$ cat config.mk
export PLATFORM = sky130hd
export DESIGN_NAME = uart_rx_fifo
export DESIGN_NICKNAME = d
export VERILOG_FILES = /design/src/rtl/uart_rx_fifo.sv
export SDC_FILE = /design/constraint.sdc
export NUM_CORES = 1
export LEC_CHECK = 0
export CORE_ASPECT_RATIO = 0.75
export CORE_UTILIZATION = 45
export DETAILED_ROUTE_END_ITERATION = 10
export GPL_TIMING_DRIVEN = 0
export MAX_ROUTING_LAYER = met4
export PLACE_DENSITY = 0.73
export SKIP_LAST_GASP = 1
export SYNTH_ARGS = -nofsm -noshare
export SYNTH_HDL_FRONTEND = slang
export SYNTH_SLANG_ARGS = --single-unit
$ cat constraint.sdc
create_clock -name clk -period 3.15 [get_ports clk]
set_input_delay 0.63 -clock clk [delete_from_list [all_inputs] [get_ports clk]]
set_output_delay 0.63 -clock clk [all_outputs]
set_load 0.05 [all_outputs]
$ cat src/rtl/uart_rx_fifo.sv
// rtl/uart_rx_fifo.sv - UART receiver (8N1-style, LSB first) with FWFT receive FIFO and RTS flow control
//
// Ports:
//   clk          system clock, rising edge
//   rst_n        asynchronous active-low reset
//   cfg_en_i     receiver enable
//   cfg_div_i    bit period minus one, in clk cycles (>= 3)
//   uart_rx      asynchronous serial line, idle high
//   uart_rts     registered request-to-send, active low
//   rx_data_o    FIFO head byte (0 while empty)
//   rx_valid_o   FIFO non-empty
//   rx_ready_i   consumer accepts head this cycle
//   rx_count_o   FIFO occupancy
//   frame_err_o  one-cycle pulse: stop bit sampled low
//   overrun_o    one-cycle pulse: received byte dropped because FIFO full
module uart_rx_fifo #(
  parameter int DATA_BITS  = 8,
  parameter int FIFO_DEPTH = 8,
  parameter int DIV_WIDTH  = 16
) (
  input  logic                          clk,
  input  logic                          rst_n,
  input  logic                          cfg_en_i,
  input  logic [DIV_WIDTH-1:0]          cfg_div_i,
  input  logic                          uart_rx,
  output logic                          uart_rts,
  output logic [DATA_BITS-1:0]          rx_data_o,
  output logic                          rx_valid_o,
  input  logic                          rx_ready_i,
  output logic [$clog2(FIFO_DEPTH):0]   rx_count_o,
  output logic                          frame_err_o,
  output logic                          overrun_o
);

  localparam int PTR_W = $clog2(FIFO_DEPTH);
  localparam int CNT_W = PTR_W + 1;
  localparam int IDX_W = $clog2(DATA_BITS);

  typedef enum logic [2:0] {
    S_IDLE,
    S_START,
    S_DATA,
    S_STOP,
    S_WAIT_HIGH
  } state_t;

  // ---------------------------------------------------------------------
  // Input synchroniser and edge history (idle-high reset values so that
  // leaving reset never looks like a start edge)
  // ---------------------------------------------------------------------
  logic sync1, rxs, rxs_d;

  always_ff @(posedge clk or negedge rst_n) begin
    if (!rst_n) begin
      sync1 <= 1'b1;
      rxs   <= 1'b1;
      rxs_d <= 1'b1;
    end else begin
      sync1 <= uart_rx;
      rxs   <= sync1;
      rxs_d <= rxs;
    end
  end

  wire fall_edge = rxs_d & ~rxs;

  // ---------------------------------------------------------------------
  // Deframing FSM
  // ---------------------------------------------------------------------
  state_t               state_q, state_d;
  logic [DIV_WIDTH-1:0] cnt_q, cnt_d;
  logic [IDX_W-1:0]     idx_q, idx_d;
  logic [DATA_BITS-1:0] shreg_q, shreg_d;
  logic                 push;
  logic                 ferr_evt;

  wire sample = (cnt_q == '0);

  always_ff @(posedge clk or negedge rst_n) begin
    if (!rst_n) begin
      state_q <= S_IDLE;
      cnt_q   <= '0;
      idx_q   <= '0;
      shreg_q <= '0;
    end else begin
      state_q <= state_d;
      cnt_q   <= cnt_d;
      idx_q   <= idx_d;
      shreg_q <= shreg_d;
    end
  end

  always_comb begin
    state_d  = state_q;
    cnt_d    = cnt_q;
    idx_d    = idx_q;
    shreg_d  = shreg_q;
    push     = 1'b0;
    ferr_evt = 1'b0;

    case (state_q)
      S_IDLE: begin
        // Half a bit period puts the following samples mid-bit.
        if (cfg_en_i && fall_edge) begin
          cnt_d   = cfg_div_i >> 1;
          state_d = S_START;
        end
      end

      S_START: begin
        if (sample) begin
          if (rxs) begin
            state_d = S_IDLE;
          end else begin
            cnt_d   = cfg_div_i;
            idx_d   = '0;
            state_d = S_DATA;
          end
        end else begin
          cnt_d = cnt_q - 1'b1;
        end
      end

      S_DATA: begin
        if (sample) begin
          // LSB arrives first, so after DATA_BITS right-shifts it sits at bit 0.
          shreg_d = {rxs, shreg_q[DATA_BITS-1:1]};
          cnt_d   = cfg_div_i;
          if (idx_q == IDX_W'(DATA_BITS - 1)) begin
            state_d = S_STOP;
          end else begin
            idx_d = idx_q + 1'b1;
          end
        end else begin
          cnt_d = cnt_q - 1'b1;
        end
      end

      S_STOP: begin
        if (sample) begin
          cnt_d = cfg_div_i;
          if (rxs) begin
            push    = 1'b1;
            state_d = S_IDLE;
          end else begin
            ferr_evt = 1'b1;
            state_d  = S_WAIT_HIGH;
          end
        end else begin
          cnt_d = cnt_q - 1'b1;
        end
      end

      S_WAIT_HIGH: begin
        // Holding here on a low line keeps a break to a single error pulse.
        if (rxs) begin
          state_d = S_IDLE;
        end
      end

      default: state_d = S_IDLE;
    endcase

    // Disable abandons whatever frame is in progress.
    if (!cfg_en_i) begin
      state_d  = S_IDLE;
      push     = 1'b0;
      ferr_evt = 1'b0;
    end
  end

  // ---------------------------------------------------------------------
  // First-word-fall-through FIFO
  // ---------------------------------------------------------------------
  logic [DATA_BITS-1:0] mem [FIFO_DEPTH];
  logic [PTR_W-1:0]     wr_ptr, rd_ptr;
  logic [CNT_W-1:0]     count;

  wire full    = (count == CNT_W'(FIFO_DEPTH));
  wire pop     = rx_valid_o & rx_ready_i;
  // A pop in the same cycle frees the slot the push lands in.
  wire push_ok = push & (~full | pop);

  always_ff @(posedge clk) begin
    if (push_ok) begin
      mem[wr_ptr] <= shreg_q;
    end
  end

  always_ff @(posedge clk or negedge rst_n) begin
    if (!rst_n) begin
      wr_ptr      <= '0;
      rd_ptr      <= '0;
      count       <= '0;
      overrun_o   <= 1'b0;
      frame_err_o <= 1'b0;
      uart_rts    <= 1'b1;
    end else begin
      if (push_ok) begin
        wr_ptr <= wr_ptr + 1'b1;
      end
      if (pop) begin
        rd_ptr <= rd_ptr + 1'b1;
      end
      case ({push_ok, pop})
        2'b10:   count <= count + 1'b1;
        2'b01:   count <= count - 1'b1;
        default: count <= count;
      endcase
      overrun_o   <= push & full & ~pop;
      frame_err_o <= ferr_evt;
      uart_rts    <= ~cfg_en_i | (count >= CNT_W'(FIFO_DEPTH - 2));
    end
  end

  assign rx_valid_o = (count != '0);
  assign rx_data_o  = rx_valid_o ? mem[rd_ptr] : '0;
  assign rx_count_o = count;

endmodule

==> results of run 1 <==
## state kept, by name (all words and copies together), names as in the netlist
name / flops
sync1: 1
rxs: 1
rd_ptr: 3
frame_err_o: 1
idx_q: 3
rx_count_o: 4
shreg_q: 8
wr_ptr: 3
state_q: 3
uart_rts: 1
overrun_o: 1
mem: 64
cnt_q: 16
rxs_d: 1
## cells by family after synthesis
kind of cell / after synthesis / share of synthesized area, %
compound gates: 84 / 10.4
xor+xnor: 9 / 1.53
fa+ha+maj: 7 / 1.70
buf+inv: 31 / 2.30
flops: 110 / 59.7
mux: 35 / 11.0
simple gates: 130 / 13.4
## cell usage in the layout (no fill, tap or decap), drive strengths merged, types with 10 or more instances in the layout
master         Yosys  routed
inv                8      12
mux4              16      16
edfxtp            64      64
nand2             33      33
a21oi             24      24
dfrtp             42      42
clkbuf            18      26
clkdlybuf4s50      0      27
mux2i             10      10
nor3              11      11
nor2              33      33
o21ai             19      19
## metal layers
metal | GRT usage, % | part of all wire (%)
met5 | - | 0
met2 | 31.7 | 45
met1 | 29.9 | 46
met4 | 5.79 | 1.4
met3 | 5.89 | 8.0
## final cells by class
cell class | count | share of cell area (%)
buffer | 21 | 1.53
timing repair buffer | 40 | 6.74
tap | 140 | 2.86
clock buffer | 9 | 3.68
inverter | 8 | 0.490
sequential | 110 | 50.2
multi-input combinational | 265 | 33.3
clock inverter | 7 | 1.18
## power groups by stage
| stage | logic, W | clock network, W | registers, W |
|---|---|---|---|
| 2_1_floorplan | 0.00144 | 0 | 0.00189 |
| 3_3_place_gp | 0.00204 | 0 | 0.00184 |
| 3_5_place_dp | 0.00207 | 0 | 0.00184 |
| 4_1_cts | 0.00202 | 0.00115 | 0.00184 |
| 5_1_grt | 0.00221 | 0.00120 | 0.00187 |
| 6_report | 0.00204 | 0.00111 | 0.00185 |
## timing repair
item                       CTS  global route
gates resized for setup     25             8
hold endpoints to repair     0             0
pin swaps                    0             2
setup buffers                0             3
setup endpoints to repair   74            82
## stage by stage
| step | utilization (%) | total power, W | hold WS, ns | setup slack [ns] |
|---|---|---|---|---|
| floorplan | - | 0.00332 | 0.334 | 0.00923 |
| global placement | 51.6 | 0.00388 | 0.346 | -0.710 |
| detailed placement | 51.8 | 0.00392 | 0.347 | -0.754 |
| CTS | 54.8 | 0.00501 | 0.226 | -0.114 |
| global route | 55.6 | 0.00528 | 0.247 | -0.115 |
| finish | 55.6 | 0.00501 | 0.223 | 0.0151 |
## worst paths after layout
| kind | startpoint | end | slack, ns |
|---|---|---|---|
| worst max-delay path | cnt_q[6] | mem[7][3] | 0.02 |
| worst min-delay path | rst_n | cnt_q[13] | 0.22 |
| worst max register to register | cnt_q[6] | mem[7][3] | 0.02 |
| worst min register to register | sync1 | rxs | 0.36 |
| max in group asynchronous | rst_n | uart_rts | 2.35 |
| min in group clk | sync1 | rxs | 0.36 |
==> flow_summary.ini, run 1 <==
[pwr]
clockPowerShare_pct = 22.2
power_frac_seq_pct = 37.0
combPwrFrac_pct = 40.8
swShare_pct = 40.1
p_switching_w = 0.00201
vdd_drop_max_uv = 332
powerDensity_nw_per_um2 = 817
leakage_nw = 2.21
power.internal_w = 0.00300

[critical_path]
path_buf_inv = 1
slowest_stage = or4_4
path_class = register to register
slowest_delay_ns = 0.58
endpoint_kind = register
path_delay_family = simple AND/OR/NAND/NOR gates
start_kind = register
cp.arrival_ns = 3.13
critPathRequiredTime_ns = 3.14
r2r_cells = 6
cp_max_fo = 8
critPathMostFrequentCell = or4_4
cp_num_cells = 6
crit_chain = buf_2, or4_4, or4_4, nor3_4, nand2_1, nor2_2

[timing]
setup_viol = 0
fin_worst_skew_ns = 0.00886
hold_violations = 0
fin_crit_sh_pct = 99.5
maxSlewHeadroom_pct = 40.1
final.min_clock_period_ns = 3.13
finalSetupTns_ns = 0
tightest_slew_ns = 0.897
rsz0062_at_grt = yes
fmax_mhz = 319
drv_slew = 0

[global_route]
grt_max_degree = 30
grt-ovfl-total = 0
first_global_vias = 3492
grt_pass1_wl_microns = 18800
antenna_found_initial = 0
track_usage_pct = 21.7

[cells_and_area]
nets = 483
multi_input_area_sq_um = 2040
finalNonFillerCells = 600
antenna_cells = 0
register_area_sq_um = 3080
syn2layout_area_growth_pct = 18.8
fin_area_sq_um = 6130
drive_gt1_share_pct = 15.7
fillers = 879

[detailed_routing]
routed_via_density = 6.02
finalWirelength_microns = 11600
drtIter0Drc = 405
vias = 3613
remaining_drc_errors = 3
first_pass_iters = 9
ant_nets = 0
wl_per_cell_microns = 19.4

[place]
portBuffers = 36
placed_area_sq_um = 5710
gp_congestion = 0.964
place_hpwl_microns = 8230
dp_cells = 583

[synthesis]
synth_most_common_cell = edfxtp_1
synthesis.nets = 434
ys.warnings.count = 0
yosysUniqueCellTypes = 57
synth_top_area_cell = edfxtp_1
syn_inst = 406
synth.cell_area_sq_um = 5160
synth_top_area_share_pct = 37.3
synth-seq-cells = 110
synth_top_flop_cell = edfxtp_1
syn_avg_cell_area_sq_um = 12.7
ys_top_cells_by_count = edfxtp_1, dfrtp_1, nand2_1, nor2_1, a21oi_1
synth-edff-count = 64
ys_seq_area_share_pct = 59.7
synthTopCellsByArea = edfxtp_1, dfrtp_1, mux4_2
synthArstFlopShare_pct = 41.8

[clock_network]
cts_hold_buffers = 0
cts_tree = done
clock_path_buffers = 2
cts_sinks = 110
h-tree-depth = 3
clk_pin_slew_ns = 0.08
cts_root_buf = clkbuf_16
insertion_delay_ns = 0.35
cts_buffers = 9

[floorplanning]
rows = 33
core_area_sq_um = 11000
start_util_pct = 46.8
io_pins = 37
die_area_sq_um = 11900
fp.dieW_microns = 126
die_h_microns = 94.7

[status]
status = finished with violations
violations = design-rule violations

[run]
drv_cap = 0

[worst_hold_path]
holdCritPathClass = primary input to asynchronous set/reset pin
(Power assumes the default switching activity.)
==> run 2: changes to the inputs <==
ABC_AREA = 1   (was default)
PLACE_DENSITY = 0.74   (was 0.73)
==> flow_summary.ini, run 2 <==
[status]
status = finished clean

[timing]
fin_crit_sh_pct = 97.9
tightest_slew_ns = 1.29
finalSetupTns_ns = 0
fin_worst_skew_ns = 0.0104
fmax_mhz = 324
maxSlewHeadroom_pct = 13.2
drv_slew = 0
worst_hold_slack_ns = 0.178
rsz0062_at_grt = yes
setup_viol = 0
hold_violations = 0
final.min_clock_period_ns = 3.08

[floorplanning]
start_util_pct = 47.1
core_area_sq_um = 11100
die_h_microns = 95.4
rows = 33
fp.dieW_microns = 127
io_pins = 37
die_area_sq_um = 12100

[synthesis]
synth-edff-count = 64
synth_most_common_cell = nand2_1
ys_seq_area_share_pct = 58.8
synth_top_area_cell = edfxtp_1
synth_top_area_share_pct = 36.7
synthArstFlopShare_pct = 41.8
synth-seq-cells = 110
ys.warnings.count = 0
synthTopCellsByArea = edfxtp_1, dfrtp_1, o21ai_0
synth_top_flop_cell = edfxtp_1
yosysUniqueCellTypes = 36
syn_avg_cell_area_sq_um = 9.40
synthesis.nets = 585
syn_inst = 557
synth.cell_area_sq_um = 5230
ys_top_cells_by_count = nand2_1, nor2_1, o21ai_0, edfxtp_1, dfrtp_1

[clock_network]
h-tree-depth = 3
clock_path_buffers = 2
cts_hold_buffers = 0
clk_pin_slew_ns = 0.08
insertion_delay_ns = 0.35
cts_buffers = 9
cts_tree = done
cts_sinks = 110
cts_root_buf = clkbuf_16

[detailed_routing]
finalWirelength_microns = 12300
vias = 4172
ant_nets = 0
drtIter0Drc = 386
routed_via_density = 5.56
remaining_drc_errors = 0
first_pass_iters = 5
wl_per_cell_microns = 16.4

[critical_path]
slowest_stage = nor3_1
path_class = primary input to register
slowest_delay_ns = 1.00
cp_max_fo = 8
endpoint_kind = register
start_kind = primary input
r2r_cells = 12
critPathRequiredTime_ns = 3.11
critPathMostFrequentCell = nand2_1
crit_chain = clkdlybuf4s50_1, nand2_1, nor2_1, inv_1, nor2_2, nand2_1, inv_1, nand2_1, nor3_1
cp.arrival_ns = 3.05

[cells_and_area]
largestRegisters = mem: 64 flops, cnt_q: 16 flops, shreg_q: 8 flops
final_common_cell = nand2_1
largest_register = mem
fin_area_sq_um = 6050
largest_reg_flops = 64
syn2layout_area_growth_pct = 15.6
drive_gt1_share_pct = 10.3
final_cell_mix = nand2_1, nor2_1, o21ai_0
nets = 633
antenna_cells = 0

[place]
gp_congestion = 0.941
portBuffers = 36
placed_area_sq_um = 5780
place_hpwl_microns = 8760

[global_route]
first_global_vias = 3935
grt_pass1_wl_microns = 19600
grt-ovfl-total = 0
track_usage_pct = 22.5
antenna_found_initial = 0
grt_max_degree = 35

[pwr]
vdd_drop_max_uv = 533
leakage_nw = 2.44
powerDensity_nw_per_um2 = 927

[run]
drv_cap = 0

[worst_hold_path]
holdCritPathClass = primary input to asynchronous set/reset pin
## run 2: changes by cell type in the layout (fill, tap and decap cells not counted), sizes merged, moves of 10 or more
| cell | previous run | this run |
|---|---|---|
| inv | 12 | 43 |
| o21ai | 19 | 79 |
| mux4 | 16 | 0 |
| nor2 | 33 | 107 |
| mux2i | 10 | 0 |
| nand3 | 4 | 22 |
| nand2 | 33 | 102 |
## run 2: kinds of logic (layout without fill, tap and decap cells)
| kind of cell | after synthesis | after routing | share of synthesized area, % |
|---|---|---|---|
| compound gates | 128 | 128 | 13.4 |
| flops | 110 | 110 | 58.8 |
| xor+xnor | 9 | 9 | 1.51 |
| buf+inv | 57 | 110 | 4.71 |
| simple gates | 246 | 246 | 19.9 |
| fa+ha+maj | 7 | 7 | 1.67 |
## run 2: where the power goes
part / switching [W] / total (W) / internal (W)
combinational: 0.00182 / 0.00262 / 0.000802
clock: 0.000531 / 0.00108 / 0.000545
sequential: 0.000222 / 0.00191 / 0.00169
total: 0.00258 / 0.00561 / 0.00303
## run 2: routing by layer
layer	up-vias	global-route usage [%]	share of wire (%)	routed length [microns]
li1	1992	-	-	-
met1	1980	30.9	46	5650
met2	189	34.2	45	5500
met3	11	4.83	8.2	1010
met4	0	5.72	1.1	130
met5	-	-	0	0
## run 2: worst paths after layout
check	startpoint	endpoint	slack, ns
max in group asynchronous	rst_n	rxs	2.41
max	cfg_en_i	mem[1][3]	0.07
min	rst_n	cnt_q[8]	0.18
min reg2reg	sync1	rxs	0.36
max reg2reg	cnt_q[0]	mem[1][3]	0.14
min in group clk	sync1	rxs	0.36
## run 2: what timing repair did
item,4_1_cts,5_1_grt
buffers inserted,0,0
pin swaps,0,0
resized for setup,11,30
setup endpoints to repair,25,48
## run 2: layout make-up
cell class | instances | area, sq um
timing repair buffer | 37 | 335
multi-input combinational | 390 | 1930
buffer | 16 | 92.6
tap | 140 | 175
clock buffer | 9 | 225
inverter | 41 | 156
fill | 953 | 5060
sequential | 110 | 3080
clock inverter | 7 | 53.8
## run 2: per-stage QoR
step	power [W]	cells	utilization, %	setup slack (ns)
after floorplan	0.00381	557	-	0.398
after global placement	0.00455	733	51.9	-0.367
after detailed placement	0.00461	734	52.1	-0.377
after CTS	0.00561	750	54.6	-0.198
after global routing	0.00597	750	54.5	-0.150
final	0.00561	750	54.5	0.0670
## run 2: worst max-delay path: cells and delay by family
| kind | cells | cell delay [ns] |
|---|---|---|
| AND/OR/NAND/NOR | 6 | 1.66 |
| buffers and inverters | 3 | 0.74 |
==> run 3: changes to the inputs <==
CAP_MARGIN = 20   (was default)
==> flow_summary.ini, run 3 (same netlist as run 2, synthesis figures left out) <==
[timing]
setup_slack_ns = 0.191
hold_violations = 0
fmax_mhz = 338
rsz0062_at_grt = yes
tightest_slew_ns = 0.647
fin_crit_sh_pct = 93.9
final.min_clock_period_ns = 2.96
drv_slew = 0
worst_hold_slack_ns = 0.182
fin_worst_skew_ns = 0.00744
setup_viol = 0
maxSlewHeadroom_pct = 56.5

[global_route]
track_usage_pct = 22.6
grt_pass1_wl_microns = 19800
grt_max_degree = 35
grt-ovfl-total = 0
antenna_found_initial = 0
first_global_vias = 3902

[critical_path]
cp.arrival_ns = 2.33
path_class = register to primary output
critPathMostFrequentCell = o21ai_0
crit_chain = clkbuf_1, o21ai_0, o22ai_1, o21ai_0, a31oi_1, clkbuf_2
slowest_delay_ns = 0.52
cp_max_fo = 10
endpoint_kind = primary output
slowest_stage = dfrtp_1
critPathRequiredTime_ns = 2.52
start_kind = register

[clock_network]
clk_pin_slew_ns = 0.07
insertion_delay_ns = 0.35
cts_hold_buffers = 0
h-tree-depth = 3
cts_tree = done
cts_buffers = 9
cts_sinks = 110
clock_path_buffers = 2
cts_root_buf = clkbuf_16

[status]
status = finished clean

[cells_and_area]
syn2layout_area_growth_pct = 16.7
fillers = 961
largest_reg_flops = 64
nets = 641
drive_gt1_share_pct = 10.7
fin_util_pct = 55.0
largest_register = mem
antenna_cells = 0
largestRegisters = mem: 64 flops, cnt_q: 16 flops, shreg_q: 8 flops
final_common_cell = nand2_1
final_cell_mix = nand2_1, nor2_1, o21ai_0

[run]
drv_cap = 0

[floorplanning]
die_area_sq_um = 12100
io_pins = 37
core_area_sq_um = 11100
rows = 33
start_util_pct = 47.1
die_h_microns = 95.4
fp.dieW_microns = 127

[place]
portBuffers = 36
gp_congestion = 0.941
place_ws_ns = -0.223
place_hpwl_microns = 8990

[detailed_routing]
drtIter0Drc = 352
finalWirelength_microns = 12400
wl_per_cell_microns = 16.4
ant_nets = 0
remaining_drc_errors = 0
first_pass_iters = 5
routed_via_density = 5.47
vias = 4146

[pwr]
leakage_nw = 2.49
vdd_drop_max_uv = 527
power_w = 0.00570
powerDensity_nw_per_um2 = 933

[worst_hold_path]
holdCritPathClass = primary input to asynchronous set/reset pin
-- run 3: cell types whose count changed in the layout (fill, tap and decap cells not counted), sizes merged --
cell | previous run | this run
clkinvlp | 1 | 0
clkbuf | 27 | 28
buf | 8 | 15
bufinv | 0 | 1
-- run 3: timing repair --
item	4_1_cts	5_1_grt
resized for setup	9	25
endpoints found under the hold margin	0	0
endpoints found under the setup margin	8	8
pin swaps	0	0
buffers inserted	0	0
-- run 3: power by group --
group	switching (W)	internal, W
registers	0.000227	0.00169
logic	0.00183	0.000800
clock network	0.000527	0.000630
-- run 3: worst max-delay path: cells and delay by family (launching register included) --
family                 cells  cell delay (ns)
buffers and inverters      2             0.77
AO/OA/AOI/OAI              4             0.69
flip-flops                 1             0.52
-- run 3: path summary, 6_finish.rpt --
path	startpoint	endpoint	slack, ns	cells past startpoint
max	rd_ptr[1]	rx_data_o[6]	0.19	6
min	rst_n	cnt_q[7]	0.18	1
max reg2reg	cnt_q[0]	mem[0][4]	0.45	12
min reg2reg	sync1	rxs	0.36	0
max in group asynchronous	rst_n	uart_rts	2.41	2
min in group clk	sync1	rxs	0.36	0
-- run 3: metal layers --
layer | vias to the layer above | wire [microns] | global-route usage, % | part of all wire (%)
met1 | 1967 | 5770 | 31.7 | 46
li1 | 2012 | - | - | -
met2 | 156 | 5480 | 34.3 | 44
met5 | - | 0 | - | 0
met3 | 11 | 1030 | 3.76 | 8.3
met4 | 0 | 120 | 5.82 | 0.97
-- run 3: stage by stage --
| step | setup TNS (ns) | instances | instance area [sq um] |
|---|---|---|---|
| 5_1_grt | -0.00507 | 758 | 6110 |
| 6_report | 0 | 758 | 6110 |
| 3_3_place_gp | -13.78 | 733 | 5770 |
| 4_1_cts | -0.167 | 757 | 6130 |
| 3_5_place_dp | -1.85 | 741 | 5830 |
| 2_1_floorplan | 0 | 557 | 5230 |
-- run 3: cell type report --
| type | instances | area, sq um | share of cell area [%] |
|---|---|---|---|
| clock inverter | 7 | 80.1 | 1.31 |
| sequential | 110 | 3080 | 50.4 |
| inverter | 41 | 156 | 2.56 |
| timing repair buffer | 45 | 390 | 6.39 |
| buffer | 16 | 91.3 | 1.50 |
| tap | 140 | 175 | 2.87 |
| clock buffer | 9 | 225 | 3.69 |
| multi-input combinational | 390 | 1910 | 31.3 |
